File: config.mk
export PLATFORM = sky130hd
export DESIGN_NAME = mc_control_fsm
export DESIGN_NICKNAME = d
export VERILOG_FILES = /design/src/rtl/mips_pkg.sv /design/src/rtl/mc_control_fsm_alu_decode.sv /design/src/rtl/mc_control_fsm.sv
export SDC_FILE = /design/constraint.sdc
export NUM_CORES = 1
export LEC_CHECK = 0
export BUFFER_PORTS_ARGS = -buffer_cell sky130_fd_sc_hd__buf_2
export CAP_MARGIN = 5
export CELL_PAD_IN_SITES_DETAIL_PLACEMENT = 0
export CELL_PAD_IN_SITES_GLOBAL_PLACEMENT = 1
export CORE_ASPECT_RATIO = 1.4
export CORE_MARGIN = 5
export CORE_UTILIZATION = 29
export CTS_CLUSTER_SIZE = 12
export DETAILED_ROUTE_END_ITERATION = 7
export PLACE_DENSITY_LB_ADDON = 0.15
export RECOVER_POWER = 100
export SYNTH_ARGS = -nofsm -noshare
export SYNTH_HDL_FRONTEND = slang
export SYNTH_SLANG_ARGS = --single-unit
File: constraint.sdc
create_clock -name clk -period 3.7 [get_ports clk]
set_input_delay 0.925 -clock clk [delete_from_list [all_inputs] [get_ports clk]]
set_output_delay 0.925 -clock clk [all_outputs]
set_load 0.03 [all_outputs]
File: src/rtl/mips_pkg.sv
// Shared encodings for the multicycle MIPS control path: opcodes, functs,
// ALU operations, datapath mux selects, sequencer states and instruction classes.
package mips_pkg;

    localparam logic [5:0] OP_RTYPE = 6'b000000;
    localparam logic [5:0] OP_ADDI  = 6'b001000;
    localparam logic [5:0] OP_ANDI  = 6'b001100;
    localparam logic [5:0] OP_ORI   = 6'b001101;
    localparam logic [5:0] OP_XORI  = 6'b001110;
    localparam logic [5:0] OP_LUI   = 6'b001111;
    localparam logic [5:0] OP_LW    = 6'b100011;
    localparam logic [5:0] OP_SW    = 6'b101011;
    localparam logic [5:0] OP_BEQ   = 6'b000100;
    localparam logic [5:0] OP_J     = 6'b000010;

    localparam logic [5:0] FN_ADD = 6'b100000;
    localparam logic [5:0] FN_SUB = 6'b100010;
    localparam logic [5:0] FN_AND = 6'b100100;
    localparam logic [5:0] FN_OR  = 6'b100101;
    localparam logic [5:0] FN_SLT = 6'b101010;

    localparam int ALU_ADD = 0;
    localparam int ALU_SUB = 1;
    localparam int ALU_AND = 2;
    localparam int ALU_OR  = 3;
    localparam int ALU_XOR = 4;
    localparam int ALU_SLT = 5;
    localparam int ALU_LUI = 6;

    localparam logic [1:0] PC_SRC_SEQ = 2'd0;
    localparam logic [1:0] PC_SRC_BR  = 2'd1;
    localparam logic [1:0] PC_SRC_JMP = 2'd2;

    localparam logic [1:0] SRC_B_RT   = 2'd0;
    localparam logic [1:0] SRC_B_FOUR = 2'd1;
    localparam logic [1:0] SRC_B_IMM  = 2'd2;
    localparam logic [1:0] SRC_B_BOFS = 2'd3;

    typedef enum logic [3:0] {
        S_FETCH    = 4'd0,
        S_DECODE   = 4'd1,
        S_EXEC_R   = 4'd2,
        S_EXEC_I   = 4'd3,
        S_ALU_WB   = 4'd4,
        S_MEM_ADDR = 4'd5,
        S_MEM_RD   = 4'd6,
        S_MEM_WB   = 4'd7,
        S_MEM_WR   = 4'd8,
        S_BRANCH   = 4'd9,
        S_JUMP     = 4'd10,
        S_TRAP     = 4'd11
    } state_t;

    typedef enum logic [2:0] {
        CLS_R   = 3'd0,
        CLS_IMM = 3'd1,
        CLS_MEM = 3'd2,
        CLS_BEQ = 3'd3,
        CLS_J   = 3'd4,
        CLS_ILL = 3'd5
    } inst_class_t;

endpackage

File: src/rtl/mc_control_fsm_alu_decode.sv
// Combinational instruction decode: classifies {opcode,funct} and picks the
// ALU operation and immediate extension used in the execute cycle.
module alu_decode
    import mips_pkg::*;
#(
    parameter int ALU_OP_W = 4
) (
    input  logic [5:0]          opcode,
    input  logic [5:0]          funct,
    output logic [ALU_OP_W-1:0] alu_op,
    output logic                ext_sel,
    output logic                legal,
    output inst_class_t         iclass
);

    // NOTE: every output gets a default before the case so no path leaves it unassigned (no latch).
    always_comb begin
        alu_op  = ALU_OP_W'(ALU_ADD);
        ext_sel = 1'b0;
        iclass  = CLS_ILL;
        case (opcode)
            OP_RTYPE: begin
                iclass = CLS_R;
                case (funct)
                    FN_ADD:  alu_op = ALU_OP_W'(ALU_ADD);
                    FN_SUB:  alu_op = ALU_OP_W'(ALU_SUB);
                    FN_AND:  alu_op = ALU_OP_W'(ALU_AND);
                    FN_OR:   alu_op = ALU_OP_W'(ALU_OR);
                    FN_SLT:  alu_op = ALU_OP_W'(ALU_SLT);
                    default: iclass = CLS_ILL;
                endcase
            end
            OP_ADDI: begin
                iclass = CLS_IMM;
                alu_op = ALU_OP_W'(ALU_ADD);
            end
            OP_ANDI: begin
                iclass  = CLS_IMM;
                alu_op  = ALU_OP_W'(ALU_AND);
                ext_sel = 1'b1;
            end
            OP_ORI: begin
                iclass  = CLS_IMM;
                alu_op  = ALU_OP_W'(ALU_OR);
                ext_sel = 1'b1;
            end
            OP_XORI: begin
                iclass  = CLS_IMM;
                alu_op  = ALU_OP_W'(ALU_XOR);
                ext_sel = 1'b1;
            end
            OP_LUI: begin
                iclass = CLS_IMM;
                alu_op = ALU_OP_W'(ALU_LUI);
            end
            OP_LW, OP_SW: iclass = CLS_MEM;
            OP_BEQ: begin
                iclass = CLS_BEQ;
                alu_op = ALU_OP_W'(ALU_SUB);
            end
            OP_J:    iclass = CLS_J;
            default: iclass = CLS_ILL;
        endcase
    end

    assign legal = (iclass != CLS_ILL);

endmodule

File: src/rtl/mc_control_fsm.sv
// Multicycle MIPS control sequencer: walks FETCH/DECODE/EXEC/MEM/WB and drives
// per-cycle datapath strobes plus the shared memory req/ready handshake.
module mc_control_fsm
    import mips_pkg::*;
#(
    parameter int ALU_OP_W        = 4,
    parameter bit TRAP_ON_ILLEGAL = 1'b1
) (
    input  logic                clk,
    input  logic                rst_n,
    input  logic [31:0]         ir,
    input  logic                alu_zero,
    input  logic                mem_ready,
    output logic                mem_req,
    output logic                mem_we,
    output logic                iord,
    output logic                ir_we,
    output logic                pc_we,
    output logic [1:0]          pc_src,
    output logic                reg_we,
    output logic                reg_dst,
    output logic                wb_sel,
    output logic                alu_src_a,
    output logic [1:0]          alu_src_b,
    output logic                ext_sel,
    output logic [ALU_OP_W-1:0] alu_op,
    output logic                illegal,
    output logic [3:0]          state_o
);

    state_t                state;
    logic [ALU_OP_W-1:0]   dec_alu_op;
    logic                  dec_ext_sel;
    logic                  dec_legal;
    inst_class_t           dec_class;
    logic                  unused_ir;

    assign unused_ir = ^{ir[25:6], dec_legal};

    alu_decode #(.ALU_OP_W(ALU_OP_W)) u_alu_decode (
        .opcode  (ir[31:26]),
        .funct   (ir[5:0]),
        .alu_op  (dec_alu_op),
        .ext_sel (dec_ext_sel),
        .legal   (dec_legal),
        .iclass  (dec_class)
    );

    // NOTE: state and the sticky flag are registers, so they take non-blocking assignments only.
    always_ff @(posedge clk or negedge rst_n) begin
        if (!rst_n) begin
            state   <= S_FETCH;
            illegal <= 1'b0;
        end else begin
            case (state)
                S_FETCH:  if (mem_ready) state <= S_DECODE;
                S_DECODE: begin
                    case (dec_class)
                        CLS_R:   state <= S_EXEC_R;
                        CLS_IMM: state <= S_EXEC_I;
                        CLS_MEM: state <= S_MEM_ADDR;
                        CLS_BEQ: state <= S_BRANCH;
                        CLS_J:   state <= S_JUMP;
                        default: begin
                            illegal <= 1'b1;
                            state   <= TRAP_ON_ILLEGAL ? S_TRAP : S_FETCH;
                        end
                    endcase
                end
                S_EXEC_R, S_EXEC_I: state <= S_ALU_WB;
                S_MEM_ADDR: state <= (ir[31:26] == OP_LW) ? S_MEM_RD : S_MEM_WR;
                S_MEM_RD:   if (mem_ready) state <= S_MEM_WB;
                S_MEM_WR:   if (mem_ready) state <= S_FETCH;
                S_TRAP:     state <= S_TRAP;
                default:    state <= S_FETCH;
            endcase
        end
    end

    // Outputs decode the current state; gating on rst_n drops mem_req the instant reset asserts.
    always_comb begin
        mem_req   = 1'b0;
        mem_we    = 1'b0;
        iord      = 1'b0;
        ir_we     = 1'b0;
        pc_we     = 1'b0;
        pc_src    = PC_SRC_SEQ;
        reg_we    = 1'b0;
        reg_dst   = 1'b0;
        wb_sel    = 1'b0;
        alu_src_a = 1'b0;
        alu_src_b = SRC_B_RT;
        ext_sel   = 1'b0;
        alu_op    = ALU_OP_W'(ALU_ADD);
        if (rst_n) begin
            case (state)
                S_FETCH: begin
                    mem_req   = 1'b1;
                    alu_src_b = SRC_B_FOUR;
                    ir_we     = mem_ready;
                    pc_we     = mem_ready;
                end
                S_DECODE: alu_src_b = SRC_B_BOFS;
                S_EXEC_R: begin
                    alu_src_a = 1'b1;
                    alu_op    = dec_alu_op;
                end
                S_EXEC_I: begin
                    alu_src_a = 1'b1;
                    alu_src_b = SRC_B_IMM;
                    alu_op    = dec_alu_op;
                    ext_sel   = dec_ext_sel;
                end
                S_ALU_WB: begin
                    reg_we  = 1'b1;
                    reg_dst = (ir[31:26] == OP_RTYPE);
                end
                S_MEM_ADDR: begin
                    alu_src_a = 1'b1;
                    alu_src_b = SRC_B_IMM;
                end
                S_MEM_RD: begin
                    mem_req = 1'b1;
                    iord    = 1'b1;
                end
                S_MEM_WB: begin
                    reg_we = 1'b1;
                    wb_sel = 1'b1;
                end
                S_MEM_WR: begin
                    mem_req = 1'b1;
                    mem_we  = 1'b1;
                    iord    = 1'b1;
                end
                S_BRANCH: begin
                    alu_src_a = 1'b1;
                    alu_op    = ALU_OP_W'(ALU_SUB);
                    pc_src    = PC_SRC_BR;
                    pc_we     = alu_zero;
                end
                S_JUMP: begin
                    pc_we  = 1'b1;
                    pc_src = PC_SRC_JMP;
                end
                default: ;
            endcase
        end
    end

    assign state_o = state;

endmodule

After elaboration in Yosys (flattened, before gate mapping)
Cells that the tools add are included.
- bits in registers: 5
- bits of input ports: 36
- output and inout bits: 23
- eq/ne operators: 32
- multiplexer cells: 37
- bitwise logic cells: 1
- reduce and logical (&&, ||, !) cells: 16
- operators by type and width (kind ; count):
    6-bit equality test, second input constant ; 7
    6-bit by 4-bit equality test with 1-bit output, second input constant ; 5
    4-bit one-hot mux with 7 select lines ; 1
    4-bit one-hot mux with 6 select lines ; 1
    1-bit 2-to-1 mux ; 20
    4-bit 2-to-1 mux ; 5
    4-bit one-hot mux with 5 select lines ; 1
    4-bit by 3-bit equality test with 1-bit output, second input constant ; 4
    4-bit equality test, second input constant ; 4
    3-bit one-hot mux with 5 select lines ; 1
    5-bit OR reduction ; 3
    3-bit one-hot mux with 4 select lines ; 1
    2-bit OR reduction ; 5
    4-bit by 2-bit equality test with 1-bit output, second input constant ; 2
    4-bit one-hot mux with 2 select lines ; 1
    3-bit by 2-bit equality test with 1-bit output, second input constant ; 2
    6-bit by 2-bit equality test with 1-bit output, second input constant ; 1
    6-bit by 3-bit equality test with 1-bit output, second input constant ; 1
    6-bit zero test ; 1
    2-bit inequality test, second input constant ; 3
    2-bit one-hot mux with 3 select lines ; 1
    3-bit OR reduction ; 2
    4-bit by 1-bit equality test with 1-bit output, second input constant ; 1
    4-bit zero test ; 1
    11 further kinds ; 12

Depth between registers and ports, before layout
Gate-level depths: netlist (run 1).
- word-level depth: 8
- gate-level depth with buffers: 6
- gate-level depth less buffers: 5

Hierarchy
Synthesis (run 1) repeated with hierarchy kept, for this count alone.
- cells, all modules: 123
- area, all modules: 837.1 um^2
- modules (own cells, without submodules) (module ; times used ; cells an instance ; area each (um^2) ; sequential area each (um^2)):
    mc_control_fsm ; 1 ; 80 ; 569.3 ; 125.1
    alu_decode ; 1 ; 43 ; 267.8 ; 0.0

Least setup slack after synthesis (run 1)
No wires, ideal clock.
- path kind: input port to output port
- from: input ir[31]
- to: output ext_sel
- arrival time: 2.805 ns
- data required time: 2.775 ns
- path slack: -0.030 ns
- stages: 3
- cell sequence: nor2_1 nand2_1 a2111oi_0
- cells in the longest elaborated chain, start to end: 5
- elaborated cells on any way between the ends: 7
- those cells by class: 3 x eq/ne; 3 x mux; 1 x reduce/logical
- RTL lines (what ; line ; source):
    start: declaration ; mc_control_fsm.sv:11 ; input logic [31:0] ir,
    6-bit by 4-bit equality test with 1-bit output ; mc_control_fsm_alu_decode.sv:21 ; case (opcode)
    3-bit OR reduction (no line) (*) ; -- ;
    1-bit 2-to-1 mux (*) ; mc_control_fsm_alu_decode.sv:21 ;
    1-bit 2-to-1 mux (*) ; mc_control_fsm.sv:96 ; case (state)
    1-bit 2-to-1 mux (*) ; mc_control_fsm.sv:95 ; if (rst_n) begin
    end: declaration ; mc_control_fsm.sv:25 ; output logic ext_sel,
Mark *: on every way between the ends. The rest lies on a longest branch, timed or not.

Final worst setup path (run 1)
- from: input ir[4]
- to: output alu_op[0]
- cells in the longest elaborated chain, start to end: 5
- elaborated cells on any way between the ends: 8
- those cells by class: 4 x eq/ne; 4 x mux
- RTL lines (what ; line ; source):
    6-bit equality test ; mc_control_fsm_alu_decode.sv:24 ; case (funct)
    3-bit one-hot mux with 4 select lines (*) ; mc_control_fsm_alu_decode.sv:24 ;
    4-bit one-hot mux with 6 select lines (*) ; mc_control_fsm_alu_decode.sv:21 ;
    4-bit one-hot mux with 2 select lines (*) ; mc_control_fsm.sv:96 ;
    4-bit 2-to-1 mux (*) ; mc_control_fsm.sv:95 ;
    end: declaration ; mc_control_fsm.sv:26 ; output logic [ALU_OP_W-1:0] alu_op,
Marks and branches as above.

==> results of run 1 <==
## worst max-delay path, cell delays in order
cell	delay [ns]
buf_2	0.09
or2b_2	0.32
nor4b_1	0.40
a22oi_1	0.17
a2bb2oi_1	0.17
o22ai_1	0.13
clkbuf_1	0.33
## logic make-up (layout without fill, tap and decap cells)
kind of cell,Yosys count,after routing,synth area share (%)
mux,2,2,2.66
other cells,1,1,0.443
compound gates,31,31,26.5
flops,5,5,14.8
xor+xnor,1,1,1.04
buf+inv,12,44,13.2
simple gates,65,65,41.4
## power by group
part	internal (uW)	switching [uW]
sequential	71.6	70.0
combinational	109	210
clock	74.1	28.2
## layer usage
layer	GRT usage, %	vias to the layer above	wire, microns
met5	0	-	0
met4	2.43	0	0
li1	-	490	-
met1	14.5	448	1110
met3	2.99	0	126
met2	24.5	30	1320
## area by class of cell
cell class,count,area [sq um]
clock buffer,4,45.0
inverter,2,7.51
fill,344,1860
tap,37,46.3
timing repair buffer,38,160
multi-input combinational,100,604
sequential,5,125
## per-stage QoR
stage	std cells	hold slack [ns]
after detailed placement	182	0.483
after global placement	182	0.478
after floorplan	117	0.629
after global routing	186	0.509
after CTS	186	0.491
final	186	0.481
## state kept, by name, indices dropped and copies added, names as in the netlist
| name | count |
|---|---|
| illegal | 1 |
| state_o | 4 |
## cells in the mapped netlist (2+ instances only)
cell | n | area share, %
inv_1 | 2 | 0.89
nor2_1 | 14 | 6.2
nor3_1 | 8 | 4.7
nand2_1 | 13 | 5.8
nor4_1 | 2 | 1.5
o21ai_0 | 4 | 2.4
nand3_1 | 5 | 3.0
or2_2 | 2 | 1.5
mux2_2 | 2 | 2.7
buf_6 | 5 | 6.7
buf_4 | 2 | 1.8
dfrtp_1 | 5 | 15
a21oi_1 | 7 | 4.1
clkbuf_8 | 2 | 3.3
nand2b_1 | 3 | 2.2
and2b_2 | 2 | 2.1
a2111oi_0 | 2 | 2.1
nor4b_1 | 2 | 2.1
a2bb2oi_1 | 2 | 2.1
nor2b_1 | 2 | 1.5
o211ai_1 | 2 | 1.8
o31ai_1 | 2 | 1.8
## final timing paths
path,from,to,slack [ns],depth (start not counted)
setup / recovery,ir[4],alu_op[0],0.23,7
hold / removal,illegal,illegal,0.48,1
setup reg to reg,state_o[2],state_o[2],2.21,3
hold reg to reg,illegal,illegal,0.48,1
max in group asynchronous,rst_n,state_o[2],2.73,1
min in group asynchronous,rst_n,state_o[0],0.64,1
==> flow_summary.yaml, run 1 <==
run_status:
  status: "complete, no violations"
timing:
  tightest_slew_ns: 0.635
  setup_slack_ns: 0.229
  tns_ns: 0
  slew_violations: 0
  rsz0062_at_grt: "false"
  hold_viol: 0
  layout_min_cycle_time_ns: 3.47
  max-slew-margin-rel_pct: 57.6
  skew_ns: 0.00238
  setup_viol: 0
  timing.final.crit_share_pct: 93.8
  clock.fmax_ghz: 0.288
grt:
  grt_pass1_wl_microns: 4350
  antenna_found_initial: 0
  grt_usage_pct: 12.8
  grt_max_degree: 24
  overflow: 0
  grt_pass1_vias: 963
power:
  p_total_uw: 562
  pwr_density_cell_nw_per_um2: 569
  irDropWorstVdd_uv: 267
  power.leakage_uw: 0.000357
layout:
  drive_above_1_share_pct: 19.5
  diodes: 0
  final_area_sq_um: 988
  layout_common_cells: "clkbuf_1, nor2_1, buf_2"
  nets: 186
  final_common_cell: "clkbuf_1"
  utilization_pct: 34.7
  syn_to_final_growth_pct: 16.9
routing:
  wl_microns: 2560
  ant_nets: 0
  num_vias: 968
  dr.pass1.iters: 4
  first_iter_violations: 28
  drc_errors: 0
  via_per_inst: 5.20
  wire_per_inst_microns: 13.7
cts:
  cts_tree: "yes"
  cts_made_buffers: 3
  clkTransAtPathRegs_ns: 0.03
  post_cts_buffers: 0
  ctsResizeCount: 0
  clock-sinks: 5
  clock_path_buffers: 2
  clkLatencyLatePin_ns: 0.22
  hold_buffers: 0
  htreeDepth: 1
  cts-root-buf: "clkbuf_8"
floorplan:
  core_sq_um: 2850
  initial_utilization_pct: 29.7
  fp.dieH_microns: 73.9
  die_w_microns: 55.6
  io-pin-count: 59
  dieArea_sq_um: 4110
  core.rowCount: 23
synth:
  synthArstFlopShare_pct: 100
  synthFlopType: "dfrtp_1"
  synth_edf_count: 0
  yosysWarningCount: 0
  ys_seq_area_share_pct: 14.8
  syn_nets: 153
  avgSynthCellArea_sq_um: 7.23
  synth_cells: 117
  synth_area_sq_um: 846
  ys_types: 49
  synth_seq_cells: 5
worst_setup_path:
  crit_type: "in2out"
  worst_setup_path_start_kind: "input pin"
  endpoint_kind: "output pin"
  crit_path_max_fanout: 4
  cp.required_ns: 2.77
  crit_arrival_ns: 2.55
run:
  cap_violations: 0
placement:
  portBuffers: 37
  globalplace.congestion: 0.794
  hpwl_microns: 1980
  place_ws_ns: 0.336
  place_area_sq_um: 982
min_path:
  min_path_type: "reg2reg"
(Power assumes the default switching activity.)
==> run 2, diff against run 1 <==
--- a/config.mk
+++ b/config.mk
@@ -5,13 +5,14 @@
 export SDC_FILE = /design/constraint.sdc
 export NUM_CORES = 1
 export LEC_CHECK = 0
+export ABC_AREA = 1
 export BUFFER_PORTS_ARGS = -buffer_cell sky130_fd_sc_hd__buf_2
 export CAP_MARGIN = 5
 export CELL_PAD_IN_SITES_DETAIL_PLACEMENT = 0
 export CELL_PAD_IN_SITES_GLOBAL_PLACEMENT = 1
 export CORE_ASPECT_RATIO = 1.4
 export CORE_MARGIN = 5
-export CORE_UTILIZATION = 29
+export CORE_UTILIZATION = 26
 export CTS_CLUSTER_SIZE = 12
 export DETAILED_ROUTE_END_ITERATION = 7
 export PLACE_DENSITY_LB_ADDON = 0.15
==> run 2 against run 1 <==
Against the previous run: synthesized area down 6.8%; clock power about the same; routed wire length down 3.7%; via count up 3.1%; maximum frequency up 6.8%; hold slack worse by 0.029 ns; final area up 2.5%.
==> flow_summary.yaml, run 2 <==
run_status:
  status: "complete, no violations"
routing:
  ant_nets: 0
  via_per_inst: 4.58
  wl_microns: 2460
  drc_errors: 0
  wire_per_inst_microns: 11.3
  num_vias: 998
  dr.pass1.iters: 4
  first_iter_violations: 17
cts:
  clock-sinks: 5
  post_cts_buffers: 0
  hold_buffers: 0
  clock_path_buffers: 2
  clkTransAtPathRegs_ns: 0.03
  cts_tree: "yes"
  clkLatencyLatePin_ns: 0.22
  cts_made_buffers: 3
  htreeDepth: 1
  ctsResizeCount: 0
  cts-root-buf: "clkbuf_8"
layout:
  syn_to_final_growth_pct: 28.6
  nets: 218
  diodes: 0
  layout_common_cells: "nor2_1, inv_1, clkbuf_1"
  largest_reg_flops: 4
  drive_above_1_share_pct: 20.4
  stdcell_count: 218
  final_common_cell: "nor2_1"
floorplan:
  core_sq_um: 2910
  die_w_microns: 56.5
  core.rowCount: 23
  fp.dieH_microns: 75.2
  initial_utilization_pct: 27.1
  io-pin-count: 59
  dieArea_sq_um: 4250
timing:
  setup_viol: 0
  clock.fmax_ghz: 0.308
  slew_violations: 0
  timing.final.crit_share_pct: 87.8
  layout_min_cycle_time_ns: 3.25
  tns_ns: 0
  skew_ns: 0.000886
  max-slew-margin-rel_pct: 61.9
  hold_viol: 0
  tightest_slew_ns: 0.571
  rsz0062_at_grt: "false"
synth:
  synth_most_common_cell: "nor2_1"
  synth_area_leader_cell: "dfrtp_1"
  avgSynthCellArea_sq_um: 5.59
  yosysWarningCount: 0
  ys_types: 27
  synth.area.top_cells: "dfrtp_1, nor2_1, inv_1"
  synth_edf_count: 0
  synthFlopType: "dfrtp_1"
  yosysTopAreaCellShare_pct: 15.9
  synthArstFlopShare_pct: 100
  synth_seq_cells: 5
  ys_seq_area_share_pct: 15.9
  syn_nets: 177
  synth_area_sq_um: 788
  synth_common_cells: "nor2_1, inv_1, nand2_1"
  synth_cells: 141
worst_setup_path:
  crit_arrival_ns: 2.33
  crit_path_max_fanout: 11
  endpoint_kind: "output pin"
  cp.required_ns: 2.77
  worst_setup_path_start_kind: "input pin"
  crit_type: "in2out"
placement:
  placed_cells: 214
  hpwl_microns: 2140
  globalplace.congestion: 0.762
  portBuffers: 37
grt:
  grt_pass1_vias: 987
  antenna_found_initial: 0
  grt_usage_pct: 11.5
  overflow: 0
  grt_pass1_wl_microns: 3920
  grt_max_degree: 12
power:
  irDropWorstVdd_uv: 255
  power.leakage_uw: 0.000524
  pwr_density_cell_nw_per_um2: 595
  p_total_uw: 603
min_path:
  min_path_type: "reg2reg"
run:
  cap_violations: 0
## run 2: path summary, 6_finish.rpt
path	from	to	slack [ns]	depth (start not counted)
max	rst_n	reg_dst	0.45	6
min	illegal	illegal	0.45	2
max reg2reg	state_o[3]	state_o[0]	2.39	8
min reg2reg	illegal	illegal	0.45	2
max in group asynchronous	rst_n	illegal	2.65	1
min in group asynchronous	rst_n	state_o[0]	0.68	1
## run 2: final cells by class
type | count | area [sq um]
Clock buffer | 4 | 45.0
Fill cell | 355 | 1890
Inverter | 33 | 124
Multi-Input combinational cell | 102 | 513
Sequential cell | 5 | 125
Tap cell | 37 | 46.3
Timing Repair Buffer | 37 | 160
## run 2: critical path, cell delays in order
cell and delay, ns:
clkbuf_1 0.43, inv_1 0.25, nor2_1 0.16, inv_1 0.07
nor3_1 0.14, clkbuf_1 0.34
## run 2: cells by family after synthesis
family / Yosys count / share of synthesized area (%)
AND/OR/NAND/NOR: 87 / 56.0
AO/OA/AOI/OAI: 14 / 11.0
flip-flops: 5 / 15.9
other: 1 / 0.476
buffers and inverters: 34 / 16.7
## run 2: layer usage
layer  vias to the layer above  track usage (%)  part of all wire, %  routed length (microns)
met4                         0             3.69                  2.0                       49
met1                       434             11.3                   38                      939
met3                         4             2.23                  6.7                      165
met2                        37             23.7                   53                     1310
met5                         -                0                    0                        0
li1                        523                -                    -                        -
## run 2: where the power goes
part	total, uW	leakage, uW	internal [uW]	switching, uW
Clock	99.5	0.0000228	73.9	25.6
Sequential	104	0.0000604	74.3	29.3
Combinational	400	0.000441	105	295
## run 2: metrics by stage
stage	hold slack (ns)	worst slack [ns]	instance area (sq um)	utilization, %
5_1_grt	0.499	0.331	1010	34.9
3_5_place_dp	0.445	0.762	1010	34.8
6_report	0.452	0.450	1010	34.9
4_1_cts	0.455	0.750	1060	36.4
2_1_floorplan	0.629	0.671	788	-
3_3_place_gp	0.445	0.755	1010	34.8
==> run 3, diff against run 2 <==
--- a/config.mk
+++ b/config.mk
@@ -16,7 +16,6 @@
 export CTS_CLUSTER_SIZE = 12
 export DETAILED_ROUTE_END_ITERATION = 7
 export PLACE_DENSITY_LB_ADDON = 0.15
-export RECOVER_POWER = 100
 export SYNTH_ARGS = -nofsm -noshare
 export SYNTH_HDL_FRONTEND = slang
 export SYNTH_SLANG_ARGS = --single-unit
==> run 3 against run 2 <==
Against the previous run: sequential share of layout area is 0.51 points lower; die area stayed put; power is 2.2% higher; non-clock buffer count stayed put; utilization is 1.5 points higher; largest cell class unchanged; highest routed layer unchanged.
==> flow_summary.yaml, run 3 (same netlist as run 2, synthesis figures left out) <==
grt:
  antenna_found_initial: 0
  use_met2_pct: 23.7
  grtUsageMet1_pct: 11.3
  grt_pass1_wl_microns: 3920
  grt_pass1_vias: 987
  top_usage_layer: "met2"
  gr-usage-met3_pct: 2.23
  grt_usage_pct: 11.5
  overflow: 0
  grt_max_degree: 12
timing:
  rsz0062_at_grt: "false"
  layout_min_cycle_time_ns: 2.94
  hold_viol: 0
  setup_viol: 0
  timing.final.crit_share_pct: 79.5
  clock.fmax_ghz: 0.340
  slew_violations: 0
  skew_ns: 0.000805
  tns_ns: 0
min_path:
  hold_depth: 2
  min_path_type: "reg2reg"
layout:
  syn_to_final_growth_pct: 34.1
  fillers: 337
  nets: 218
  layout_common_cells: "buf_2, nor2_1, inv_1"
  final_area_sq_um: 1060
  layout.area.seq_sq_um: 125
  drive_above_1_share_pct: 33.7
  diodes: 0
  final_common_cell: "buf_2"
  multiInputGateArea_sq_um: 532
  largest_reg_flops: 4
placement:
  hpwl_microns: 2140
  place_area_sq_um: 1010
  portBuffers: 37
  globalplace.congestion: 0.762
floorplan:
  io-pin-count: 59
  fp.dieH_microns: 75.2
  core.rowCount: 23
  die_w_microns: 56.5
  initial_utilization_pct: 27.1
  core_sq_um: 2910
  dieArea_sq_um: 4250
worst_setup_path:
  path_depth: 9
  critical_path_buf_inv_count: 3
  endpoint_kind: "output pin"
  crit_arrival_ns: 2.02
  critPathSlowestCell: "buf_2"
  slowest_delay_ns: 0.21
  worst_setup_path_start_kind: "input pin"
  worstPathCellList: "buf_2 -> nor2_4 -> nand3_1 -> o21ai_2 -> o21ai_1 -> inv_2 -> nand2_1 -> o21ai_1 -> buf_2"
  cp.required_ns: 2.77
  critPathTopFamily: "simple AND/OR/NAND/NOR gates"
  crit_path_max_fanout: 4
  r2r_cells: 8
  crit_type: "in2out"
routing:
  dr.pass1.iters: 4
  wl_microns: 2430
  ant_nets: 0
  drc_errors: 0
  num_vias: 991
  via_per_inst: 4.55
  first_iter_violations: 14
  wire_per_inst_microns: 11.2
cts:
  cts_made_buffers: 3
  hold_buffers: 0
  cts-root-buf: "clkbuf_8"
  cts_tree: "yes"
  clock_path_buffers: 2
  clock-sinks: 5
  clkTransAtPathRegs_ns: 0.03
  htreeDepth: 1
  ctsResizeCount: 0
  post_cts_buffers: 0
  clkLatencyLatePin_ns: 0.22
run_status:
  status: "complete, no violations"
power:
  pwr_density_cell_nw_per_um2: 583
  irDropWorstVdd_uv: 244
  power.leakage_uw: 0.000603
run:
  cap_violations: 0
run 3: layout make-up:
cell class                      instances  share of cell area, %
Inverter                               33                   11.7
Sequential cell                         5                   11.8
Multi-Input combinational cell        102                   50.3
Tap cell                               37                   4.38
Clock buffer                            4                   4.26
Timing Repair Buffer                   37                   17.5
run 3: path summary, 6_finish.rpt:
check,slack (ns),endpoint,startpoint
setup / recovery,0.76,alu_op[0],ir[31]
hold / removal,0.45,illegal,illegal
setup reg to reg,2.40,state_o[0],state_o[3]
hold reg to reg,0.45,illegal,illegal
max in group asynchronous,2.93,illegal,rst_n
min in group asynchronous,0.57,state_o[0],rst_n
run 3: stage by stage:
stage | total power (uW) | hold WS (ns) | util (%) | setup WS [ns] | std cells
floorplan | 409 | 0.629 | - | 0.671 | 141
global placement | 521 | 0.445 | 34.8 | 0.755 | 214
detailed placement | 525 | 0.445 | 34.8 | 0.762 | 214
CTS | 629 | 0.455 | 36.4 | 0.750 | 218
global route | 673 | 0.496 | 36.4 | 0.629 | 218
finish | 616 | 0.448 | 36.4 | 0.759 | 218
run 3: power by group:
group / total, uW / internal, uW / switching [uW]
Combinational: 414 / 120 / 294
Sequential: 103 / 74.3 / 28.9
Clock: 99.4 / 73.9 / 25.6
Total: 616 / 268 / 349
run 3: per-layer routing:
| layer | vias up | wire length [microns] |
|---|---|---|
| met4 | 0 | 49 |
| met2 | 33 | 1320 |
| met5 | - | 0 |
| met1 | 435 | 908 |
| li1 | 519 | - |
| met3 | 4 | 153 |
run 3: worst reg2reg max path, delay by kind of cell, from the launching register on:
| family | cells | cell delay [ns] |
|---|---|---|
| AO/OA/AOI/OAI | 1 | 0.03 |
| flip-flops | 1 | 0.39 |
| AND/OR/NAND/NOR | 4 | 0.53 |
| buffers and inverters | 3 | 0.24 |
